$ cat src/rtl/u74hc_pkg.sv
// Johnson-code helpers shared by the 74HC40xx counter family: code table,
// count-to-code encoder, one-hot decoder and a validity check.
package u74hc_pkg;

  localparam int unsigned NUM_COUNTS = 10;

  localparam logic [4:0] JS_C0 = 5'b00000;
  localparam logic [4:0] JS_C1 = 5'b00001;
  localparam logic [4:0] JS_C2 = 5'b00011;
  localparam logic [4:0] JS_C3 = 5'b00111;
  localparam logic [4:0] JS_C4 = 5'b01111;
  localparam logic [4:0] JS_C5 = 5'b11111;
  localparam logic [4:0] JS_C6 = 5'b11110;
  localparam logic [4:0] JS_C7 = 5'b11100;
  localparam logic [4:0] JS_C8 = 5'b11000;
  localparam logic [4:0] JS_C9 = 5'b10000;

  // Out-of-range counts fall back to the zero code.
  function automatic logic [4:0] enc(input int n);
    case (n)
      1:       return JS_C1;
      2:       return JS_C2;
      3:       return JS_C3;
      4:       return JS_C4;
      5:       return JS_C5;
      6:       return JS_C6;
      7:       return JS_C7;
      8:       return JS_C8;
      9:       return JS_C9;
      default: return JS_C0;
    endcase
  endfunction

  // Invalid codes decode to all-zero.
  function automatic logic [9:0] dec(input logic [4:0] js);
    case (js)
      JS_C0:   return 10'b0000000001;
      JS_C1:   return 10'b0000000010;
      JS_C2:   return 10'b0000000100;
      JS_C3:   return 10'b0000001000;
      JS_C4:   return 10'b0000010000;
      JS_C5:   return 10'b0000100000;
      JS_C6:   return 10'b0001000000;
      JS_C7:   return 10'b0010000000;
      JS_C8:   return 10'b0100000000;
      JS_C9:   return 10'b1000000000;
      default: return 10'b0000000000;
    endcase
  endfunction

  function automatic logic valid_johnson(input logic [4:0] js);
    return (dec(js) != 10'b0);
  endfunction

endpackage

$ cat src/rtl/prop_delay_pipe.sv
// Fixed-latency register pipeline modelling propagation delay; a load pulse
// fills every stage at once so the output snaps without draining.
module prop_delay_pipe #(
  parameter int WIDTH = 11,
  parameter int DEPTH = 2
) (
  input  logic             clk_i,
  input  logic             load_i,
  input  logic [WIDTH-1:0] load_val_i,
  input  logic [WIDTH-1:0] d_i,
  output logic [WIDTH-1:0] q_o
);

  logic [WIDTH-1:0] stage_q [DEPTH];

  always_ff @(posedge clk_i) begin
    if (load_i) begin
      for (int i = 0; i < DEPTH; i++) stage_q[i] <= load_val_i;
    end else begin
      stage_q[0] <= d_i;
      for (int i = 1; i < DEPTH; i++) stage_q[i] <= stage_q[i-1];
    end
  end

  assign q_o = stage_q[DEPTH-1];

endmodule

$ cat src/rtl/u74hc4017_decade_counter.sv
// Cycle-based 74HC4017 Johnson decade counter: edge-detected count inputs,
// 5-bit Johnson state, one-hot decode and carry behind a DELAY-cycle pipe.
module u74hc4017_decade_counter
  import u74hc_pkg::*;
#(
  parameter int DELAY = 2,
  parameter int IC    = 0
) (
  input  logic       clk,
  input  logic       rst_n,
  input  logic       vcc,
  input  logic       gnd,
  input  logic       cp0,
  input  logic       cp1_n,
  input  logic       mr,
  output logic [9:0] q,
  output logic       co
);

  localparam int         DEPTH  = (DELAY < 1) ? 1 : ((DELAY > 16) ? 16 : DELAY);
  localparam logic [4:0] JS_IC  = enc(IC);
  localparam logic [10:0] OUT_IC = {dec(JS_IC), ~JS_IC[4]};

  logic        vrst;
  logic        p0_q, p1_q;
  logic        ev0, ev1, count;
  logic [4:0]  js_q, js_d;
  logic [10:0] out_d, out_q;
  logic        gnd_unused;

  assign gnd_unused = gnd;
  assign vrst       = !rst_n || !vcc;

  // Both edge forms OR together, so coincident edges still give one step.
  assign ev0   = cp0 & !p0_q & !cp1_n;
  assign ev1   = !cp1_n & p1_q & cp0;
  assign count = ev0 | ev1;

  always_comb begin
    js_d = js_q;
    if (mr) begin
      js_d = JS_C0;
    end else if (count) begin
      js_d = valid_johnson(js_q) ? {js_q[3:0], ~js_q[4]} : JS_C0;
    end
  end

  // Edge samplers track the pins even in reset so release never sees a phantom edge.
  always_ff @(posedge clk) begin
    p0_q <= cp0;
    p1_q <= cp1_n;
    if (vrst) js_q <= JS_IC;
    else      js_q <= js_d;
  end

  assign out_d = {dec(js_q), ~js_q[4]};

  prop_delay_pipe #(
    .WIDTH(11),
    .DEPTH(DEPTH)
  ) u_delay (
    .clk_i      (clk),
    .load_i     (vrst),
    .load_val_i (OUT_IC),
    .d_i        (out_d),
    .q_o        (out_q)
  );

  assign q  = out_q[10:1];
  assign co = out_q[0];

endmodule

$ cat config.mk
export PLATFORM = sky130hd
export DESIGN_NAME = u74hc4017_decade_counter
export DESIGN_NICKNAME = d
export VERILOG_FILES = /design/src/rtl/u74hc_pkg.sv /design/src/rtl/prop_delay_pipe.sv /design/src/rtl/u74hc4017_decade_counter.sv
export SDC_FILE = /design/constraint.sdc
export NUM_CORES = 1
export LEC_CHECK = 0
export CAP_MARGIN = 30
export CORE_ASPECT_RATIO = 2
export CORE_UTILIZATION = 35
export CTS_CLUSTER_DIAMETER = 80
export DETAILED_ROUTE_END_ITERATION = 7
export GPL_TIMING_DRIVEN = 0
export SYNTH_ARGS = -nofsm -noshare
export SYNTH_HDL_FRONTEND = slang
export SYNTH_SLANG_ARGS = --single-unit
export TNS_END_PERCENT = 100
$ cat constraint.sdc
create_clock -name clk -period 1.5 [get_ports clk]
set_clock_uncertainty 0.2 [all_clocks]
set_input_delay 0.3 -clock clk [delete_from_list [all_inputs] [get_ports clk]]
set_output_delay 0.3 -clock clk [all_outputs]
set_load 0.1 [all_outputs]
# == Word-level counts from Yosys, hierarchy flattened ==
# Memories as Yosys holds them, arrays and structs flattened. A register that Yosys moved wholly into a read port is not among the register bits.
# Index checks and enable logic that the tools add are counted.
# W data, S select, Z words.
# totals
in_bits,7
reg_bits,7
output_inout_bits,11
rom_bits,640
wordCells,33
n_memories,3
mem_bits_rw,22
# classes
muxes,12
n_reduce_logical,7
n_bitwise,8
# mem_list
memory,depth,word_bits,read_ports,rd_clocked_by_memory_dff,wr,line,rtl
(no name shown),32,10,1,1,0,u74hc_pkg.sv:36,case (js)
(no name shown),32,10,1,1,0,u74hc_pkg.sv:36,
u_delay.stage_q,2,11,2,0,2,prop_delay_pipe.sv:14,logic [WIDTH-1:0] stage_q [DEPTH];
# op_table
cell,count
$mux W5,5
$mux W11,2
$mux W10,2
$reduce_bool A10 Y1,1
$and A1 B1 Y1,4
$logic_not A1 Y1,4
$mux W1,3
$or A1 B1 Y1,3
$reduce_or A2 Y1,1
$logic_or A1 B1 Y1,1
$not A1 Y1,1

# == Depth between registers and ports, before layout ==
# Gate-level depths: netlist of run 1.
# depth
ltp_word,10
mapped_depth,5
ltp_nobuf,4

# == Cells and area by module ==
# Synthesis of run 1 repeated with hierarchy kept, for this count alone.
# hier_totals
cells_unflattened,146
area_unflattened_um2,1596.5
# modules_own_cells
mod,cells_each,instances,seq_area_each_um2,area_each_um2
u74hc4017_decade_counter,89,1,340.3,803.3
prop_delay_pipe,57,1,440.4,793.3

# == Worst setup path after synthesis of run 1 ==
# Ideal clock, no wire load.
# synth_path
kind,register -> register
start,register out_d[10] (netlist name)
end,register out_d[4] (netlist name)
slack_ns,-0.077
stages_incl_launch_ff,5
arrival_ns,1.241
setup_time_ns,0.136
path_buffers,0
period_less_slack_ns,1.577
required_ns,1.164
path_cell_list,dfxtp_1 > nor4_4 > nand3_4 > a31oi_1 > nor3_1

==> out/results.txt, run 1 <==
Status - finished with violations
Violated checks - setup timing
Die Area - 4680 sq um
Worst-case clock buffer depth - 2
Clock period minus worst slack - 1.69 ns
First-pass GRT wire length - 6.00 mm
Slew @ Worst Pin - 0.381 ns
Post-synth cell types - 39
Critical Path RT - 1.47 ns
Wire per inst - 15.5 um
Setup violation total in the final timing report - 14
Vias - 1,235
Drt first pass iters - 4
CP arrival - 1.66 ns
Synth Register Bits - 39
Vias per inst - 5.37
Core Util, Final - 0.512
Antenna violations before repair - 0
Post-DRT Antenna Nets - 0
Total Routed Length - 3.57 mm
Fill cells - 361
Cell count after synthesis - 145
Ports - 18
CTS buffer count - 5
Share of layout cells above drive strength 1 - 0.534
Crit Path Class - reg -> reg
Synth Net Count - 152
CTS tree - done
Crit path cell chain - nor4_4 > and3_1 > buf_6 > buf_6 > o32a_1 > nor4_1
Placed instance area - 1780 sq um
RSZ-0062 raised after global routing - true
Pwr Density - 859 nW/um^2
Setup ws final - -0.191 ns
Clock Latency Late Sink - 0.29 ns
Pleak - 0.844 nW
Setup WS pre-CTS - -0.761 ns
Grt ovf - 0
Slowest CP cell - nor4_4
Clk sinks - 39
Slew Limit Fails - 0
I/O Buffers - 16
Max-slew headroom - 0.746
Initial Utilization - 0.369
Critical path's most frequent cell - buf_6
Detailed Route Iter0 Violations - 38
CTS Hold Bufs - 0
Seq/Total Area, Yosys - 0.508
Cell Rows - 33
Layout Nets - 184
Avg Synthesized Cell Area - 10.6 sq um
Largest stage delay on the critical path - 0.35 ns
Synth Warn # - 0
Vias in the first global route - 1,306
CTS H-Tree Depth - 2
Critical path launch point type - flip-flop
DR DRC count - 0
# diodes - 0
FMAX - 0.592 GHz
Max VDD drop - 0.761 mV
Design Area, Final - 2130 sq um
Dpl hpwl - 2.25 mm
Endpoints failing hold - 0
Period utilization - 1.13
Routability Congestion - 0.900
Crit-path max FO - 7
Cell Area, Synth - 1540 sq um
Die Width - 48.9 um
Hold Crit Class - in -> reg
Area added between synthesis and finish - 38.7%
Core Region - 4170 sq um
CP Capture Type - flip-flop
Total of max-cap violations - 0
Power Total - 1.83 mW
Largest net degree at the start of global routing - 13
Clock Pin Slew Worst Setup and Hold Paths - 0.08 ns
Clk root buf - clkbuf_8
Chip height - 95.7 um
Gr usage total - 0.174
-- synth_stat cells --
cell type  instances  area [sq um]
a31o_4             1          17.5
nor2_1             4          15.0
nor4_1             8          50.1
nand3_1            4          20.0
clkbuf_1           4          15.0
clkbuf_2           1          5.00
nand2_1            4          15.0
and3_1            18           113
nor3_1             1          5.00
nor2b_1            1          6.26
or3_1              1          6.26
o21ai_0            4          20.0
buf_6              2          22.5
a2bb2oi_1          3          26.3
a211oi_2           1          12.5
nand4b_1           2          17.5
o31ai_1            1          7.51
o31ai_2            1          12.5
buf_2              3          15.0
nand2b_1           2          12.5
a21boi_0           1          7.51
and2b_1            2          15.0
nor2_4             1          11.3
or2_2              4          25.0
a21oi_1            5          25.0
inv_1              1          3.75
or2b_2             1          8.76
o22ai_1            2          12.5
a2111oi_2          1          15.0
o211ai_1           1          7.51
nor4_4             2          42.5
dfxtp_1           39           781
o32a_1             3          30.0
a211oi_1           1          7.51
nand3_4            1          17.5
buf_4             10          75.1
nor4_2             2          25.0
and3_2             1          7.51
a31oi_1            1          6.26
-- sequential cells by signal (all words and copies together), names as in the netlist --
name / flops
p1_q: 1
p0_q: 1
js_q: 5
u_delay.stage_q: 22
out_d: 10
-- critical path, delay by kind of cell (launching register included) --
family,cells,cell delay [ns]
AND/OR/NAND/NOR,3,0.63
flip-flops,1,0.34
buffers and inverters,2,0.27
AO/OA/AOI/OAI,1,0.14
-- metrics by stage --
stage                     setup TNS (ns)  std cells  hold WS (ns)
final                              -1.95        230        0.0617
after global routing               -2.63        230        0.0701
after CTS                          -1.58        229        0.0634
after detailed placement          -19.61        213         0.200
after global placement            -18.18        213         0.196
after floorplan                   -0.350        145         0.128
-- final cells by class --
cell class / instances / area (sq um) / share of cell area
Tap cell: 52 / 65.1 / 0.0305
Sequential cell: 39 / 796 / 0.373
Inverter: 1 / 3.75 / 0.00176
Multi-Input combinational cell: 85 / 801 / 0.375
Timing Repair Buffer: 25 / 233 / 0.109
Clock buffer: 5 / 68.8 / 0.0323
Clock inverter: 3 / 15.0 / 0.00704
Buffer: 20 / 151 / 0.0710
-- layout by cell type, fill, tap and decap left out, drive strengths merged, types with 4 or more instances in the layout --
cell type    instances
clkbuf              10
and3                19
dfxtp               39
nand3                5
nor2                 5
or2                  4
dlygate4sd2          5
nor4                12
buf                 35
nand2                4
a21oi                5
o21ai                4
-- per-layer routing --
| metal | share of wire | vias up | track usage | routed length [um] |
|---|---|---|---|---|
| met1 | 0.32 | 575 | 0.149 | 1150 |
| met2 | 0.58 | 60 | 0.319 | 2070 |
| met5 | 0 | - | 0 | 0 |
| met4 | 0.048 | 0 | 0.174 | 172 |
| met3 | 0.050 | 16 | 0.0363 | 179 |
| li1 | - | 584 | - | - |
-- worst paths after layout --
path              depth (start not counted)  slack (ns)                              from                                 to
setup reg to reg                          6       -0.19              out_d[10]$_SDFF_PP0_                out_d[5]$_SDFF_PP0_
setup / recovery                          6       -0.19              out_d[10]$_SDFF_PP0_                out_d[5]$_SDFF_PP0_
hold / removal                            1        0.06                             cp1_n                       p1_q$_DFF_P_
hold reg to reg                           1        0.22  u_delay.stage_q[0][1]$_SDFF_PP1_  u_delay.stage_q[0][12]$_SDFF_PP1_
-- where the power goes --
group / leakage (nW) / total, mW / switching, mW / internal, mW
clock: 0.0477 / 0.668 / 0.350 / 0.318
combinational: 0.476 / 0.123 / 0.0752 / 0.0474
sequential: 0.320 / 1.04 / 0.00303 / 1.04
total: 0.844 / 1.83 / 0.428 / 1.40
-- kinds of logic after synthesis --
kind of cell,after synthesis,synth area share
AND/OR/NAND/NOR,59,0.269
flip-flops,39,0.508
AO/OA/AOI/OAI,26,0.135
buffers and inverters,21,0.0887
-- repair_timing --
item,CTS,global route
pin swaps,29,6
gates cloned,1,0
buffers inserted,7,2
resized for setup,116,18
endpoints found under the setup margin,36,33
No activity file was read; power rests on OpenSTA's default activity.
==> run 2, diff against run 1 <==
--- a/config.mk
+++ b/config.mk
@@ -11,6 +11,8 @@
 export CTS_CLUSTER_DIAMETER = 80
 export DETAILED_ROUTE_END_ITERATION = 7
 export GPL_TIMING_DRIVEN = 0
+export PLACE_DENSITY = 0.64
+export SLEW_MARGIN = 30
 export SYNTH_ARGS = -nofsm -noshare
 export SYNTH_HDL_FRONTEND = slang
 export SYNTH_SLANG_ARGS = --single-unit
==> run 2 against run 1 <==
Net effect:
- the run still ends with setup timing left
- flip-flop and latch count is the same
- global-route usage increased by 0.58 points
- critical path depth unchanged
- non-clock buffer count grew 5
- final cell count increased by 2.2%
- die area did not move
- sequential power hardly changed
- highest routed layer unchanged
==> out/results.txt, run 2 (synthesis gave the netlist of run 1 again) <==
Clock Latency Late Sink - 0.29 ns
Initial Utilization - 0.369
Most common cell after layout, fill and taps aside - dfxtp_1
CTS tree - done
Metal2 WL - 2.21 mm
Clock Pin Slew Worst Setup and Hold Paths - 0.08 ns
Worst-case clock buffer depth - 2
Crit path cell chain - nor4_4 > and3_1 > buf_6 > buf_4 > o32a_1 > nor4_1
Post-DRT Antenna Nets - 0
Critical Path RT - 1.50 ns
Period utilization - 1.17
Setup ws final - -0.248 ns
Core Util, Final - 0.533
Layout Nets - 189
Slew Limit Fails - 0
Clock period minus worst slack - 1.75 ns
Reg2reg setup slack - -0.25 ns
Ports - 18
First-pass GRT wire length - 6.05 mm
Detailed Route Iter0 Violations - 40
CP Capture Type - flip-flop
Drt first pass iters - 5
RSZ-0062 raised after global routing - true
Max-slew headroom - 0.715
FF/Latch Area - 795 sq um
Placed instance area - 1780 sq um
Dpl hpwl - 2.45 mm
Vias per inst - 5.36
Wire per inst - 16.5 um
Largest stage delay on the critical path - 0.37 ns
DR DRC count - 0
Grt ovf - 0
Vias in the first global route - 1,327
Clk root buf - clkbuf_8
I/O Buffers - 16
Vias - 1,260
# diodes - 0
Core Region - 4170 sq um
Routed wl met3 - 173 um
Cell Rows - 33
Setup violation total in the final timing report - 13
Area added between synthesis and finish - 44.7%
Area of the multi-input gates - 822 sq um
CTS buffer count - 5
Share of layout cells above drive strength 1 - 0.546
Die Area - 4680 sq um
Total Routed Length - 3.87 mm
CP arrival - 1.75 ns
Largest register FFs - 22
Slowest CP cell - dfxtp_1
Largest net degree at the start of global routing - 13
CTS H-Tree Depth - 2
Leading cell types in the layout, fill and taps excluded - 28 x dfxtp_1, 25 x buf_4, 18 x and3_1
Clk sinks - 39
Reg with most FFs - u_delay.stage_q
Status - finished with violations
Design Area, Final - 2220 sq um
Antenna violations before repair - 0
Pleak - 0.903 nW
Critical path launch point type - flip-flop
Violated checks - setup timing
Hold Crit Class - in -> reg
Max VDD drop - 0.670 mV
Gr usage total - 0.179
CTS Hold Bufs - 0
FMAX - 0.572 GHz
Post-Route M1 WL - 1.24 mm
Endpoints failing hold - 0
Routability Congestion - 0.914
Max layer used - met4
Slew @ Worst Pin - 0.428 ns
Die Width - 48.9 um
Chip height - 95.7 um
Fill cells - 359
Pwr Density - 932 nW/um^2
Crit Path Class - reg -> reg
Total of max-cap violations - 0
Crit-path max FO - 6
[run 2: critical path, delay by kind of cell (launching register included)]
family                 cells  cell delay, ns
flip-flops                 1            0.37
buffers and inverters      2            0.27
AO/OA/AOI/OAI              1            0.34
AND/OR/NAND/NOR            3            0.47
[run 2: path summary, 6_finish.rpt]
check,start,to,cells past startpoint
max,out_d[5]$_SDFF_PP0_,out_d[5]$_SDFF_PP0_,6
min,cp1_n,p1_q$_DFF_P_,1
max reg2reg,out_d[5]$_SDFF_PP0_,out_d[5]$_SDFF_PP0_,6
min reg2reg,u_delay.stage_q[0][0]$_SDFF_PP1_,u_delay.stage_q[0][11]$_SDFF_PP1_,1
[run 2: repair_timing]
action,4_1_cts,5_1_grt
setup buffers,8,4
gates cloned,1,1
resized for setup,106,30
setup endpoints to repair,36,32
pin swaps,18,7
[run 2: metrics by stage]
step                      total power [mW]  worst slack, ns  hold slack (ns)  instances  setup TNS [ns]
after floorplan                       1.12          -0.0437            0.128        145          -0.350
after global routing                  2.15           -0.282           0.0729        235           -2.91
after global placement                1.16           -0.789            0.196        213          -18.86
final                                 2.07           -0.248           0.0797        235           -2.11
after CTS                             2.07           -0.188           0.0759        230           -1.98
after detailed placement              1.16           -0.843            0.198        213          -20.21
[run 2: report_power, final]
| group | internal (mW) | total (mW) | leakage (nW) | switching, mW |
|---|---|---|---|---|
| sequential | 1.04 | 1.04 | 0.320 | 0.00347 |
| clock | 0.538 | 0.898 | 0.0612 | 0.360 |
| combinational | 0.0513 | 0.132 | 0.522 | 0.0809 |
[run 2: layout make-up]
| type | instances | share of cell area |
|---|---|---|
| multi-input cells | 85 | 0.370 |
| flip-flops and latches | 39 | 0.357 |
| repair buffers | 30 | 0.121 |
| plain buffers | 20 | 0.0686 |
| clock buffers | 6 | 0.0371 |
| well taps | 52 | 0.0292 |
| clock inverters | 2 | 0.0157 |
| inverters | 1 | 0.00169 |
[run 2: routing by layer]
| layer | track usage | up-vias |
|---|---|---|
| met3 | 0.0506 | 20 |
| met1 | 0.134 | 587 |
| met4 | 0.157 | 0 |
| li1 | - | 591 |
| met2 | 0.355 | 62 |
| met5 | 0 | - |
==> run 3, diff against run 2 <==
--- a/config.mk
+++ b/config.mk
@@ -8,7 +8,7 @@
 export CAP_MARGIN = 30
 export CORE_ASPECT_RATIO = 2
 export CORE_UTILIZATION = 35
-export CTS_CLUSTER_DIAMETER = 80
+export CTS_CLUSTER_DIAMETER = 40
 export DETAILED_ROUTE_END_ITERATION = 7
 export GPL_TIMING_DRIVEN = 0
 export PLACE_DENSITY = 0.64
==> results of run 3 <==
Final layout, timing and power as in run 2 (identical DEF).
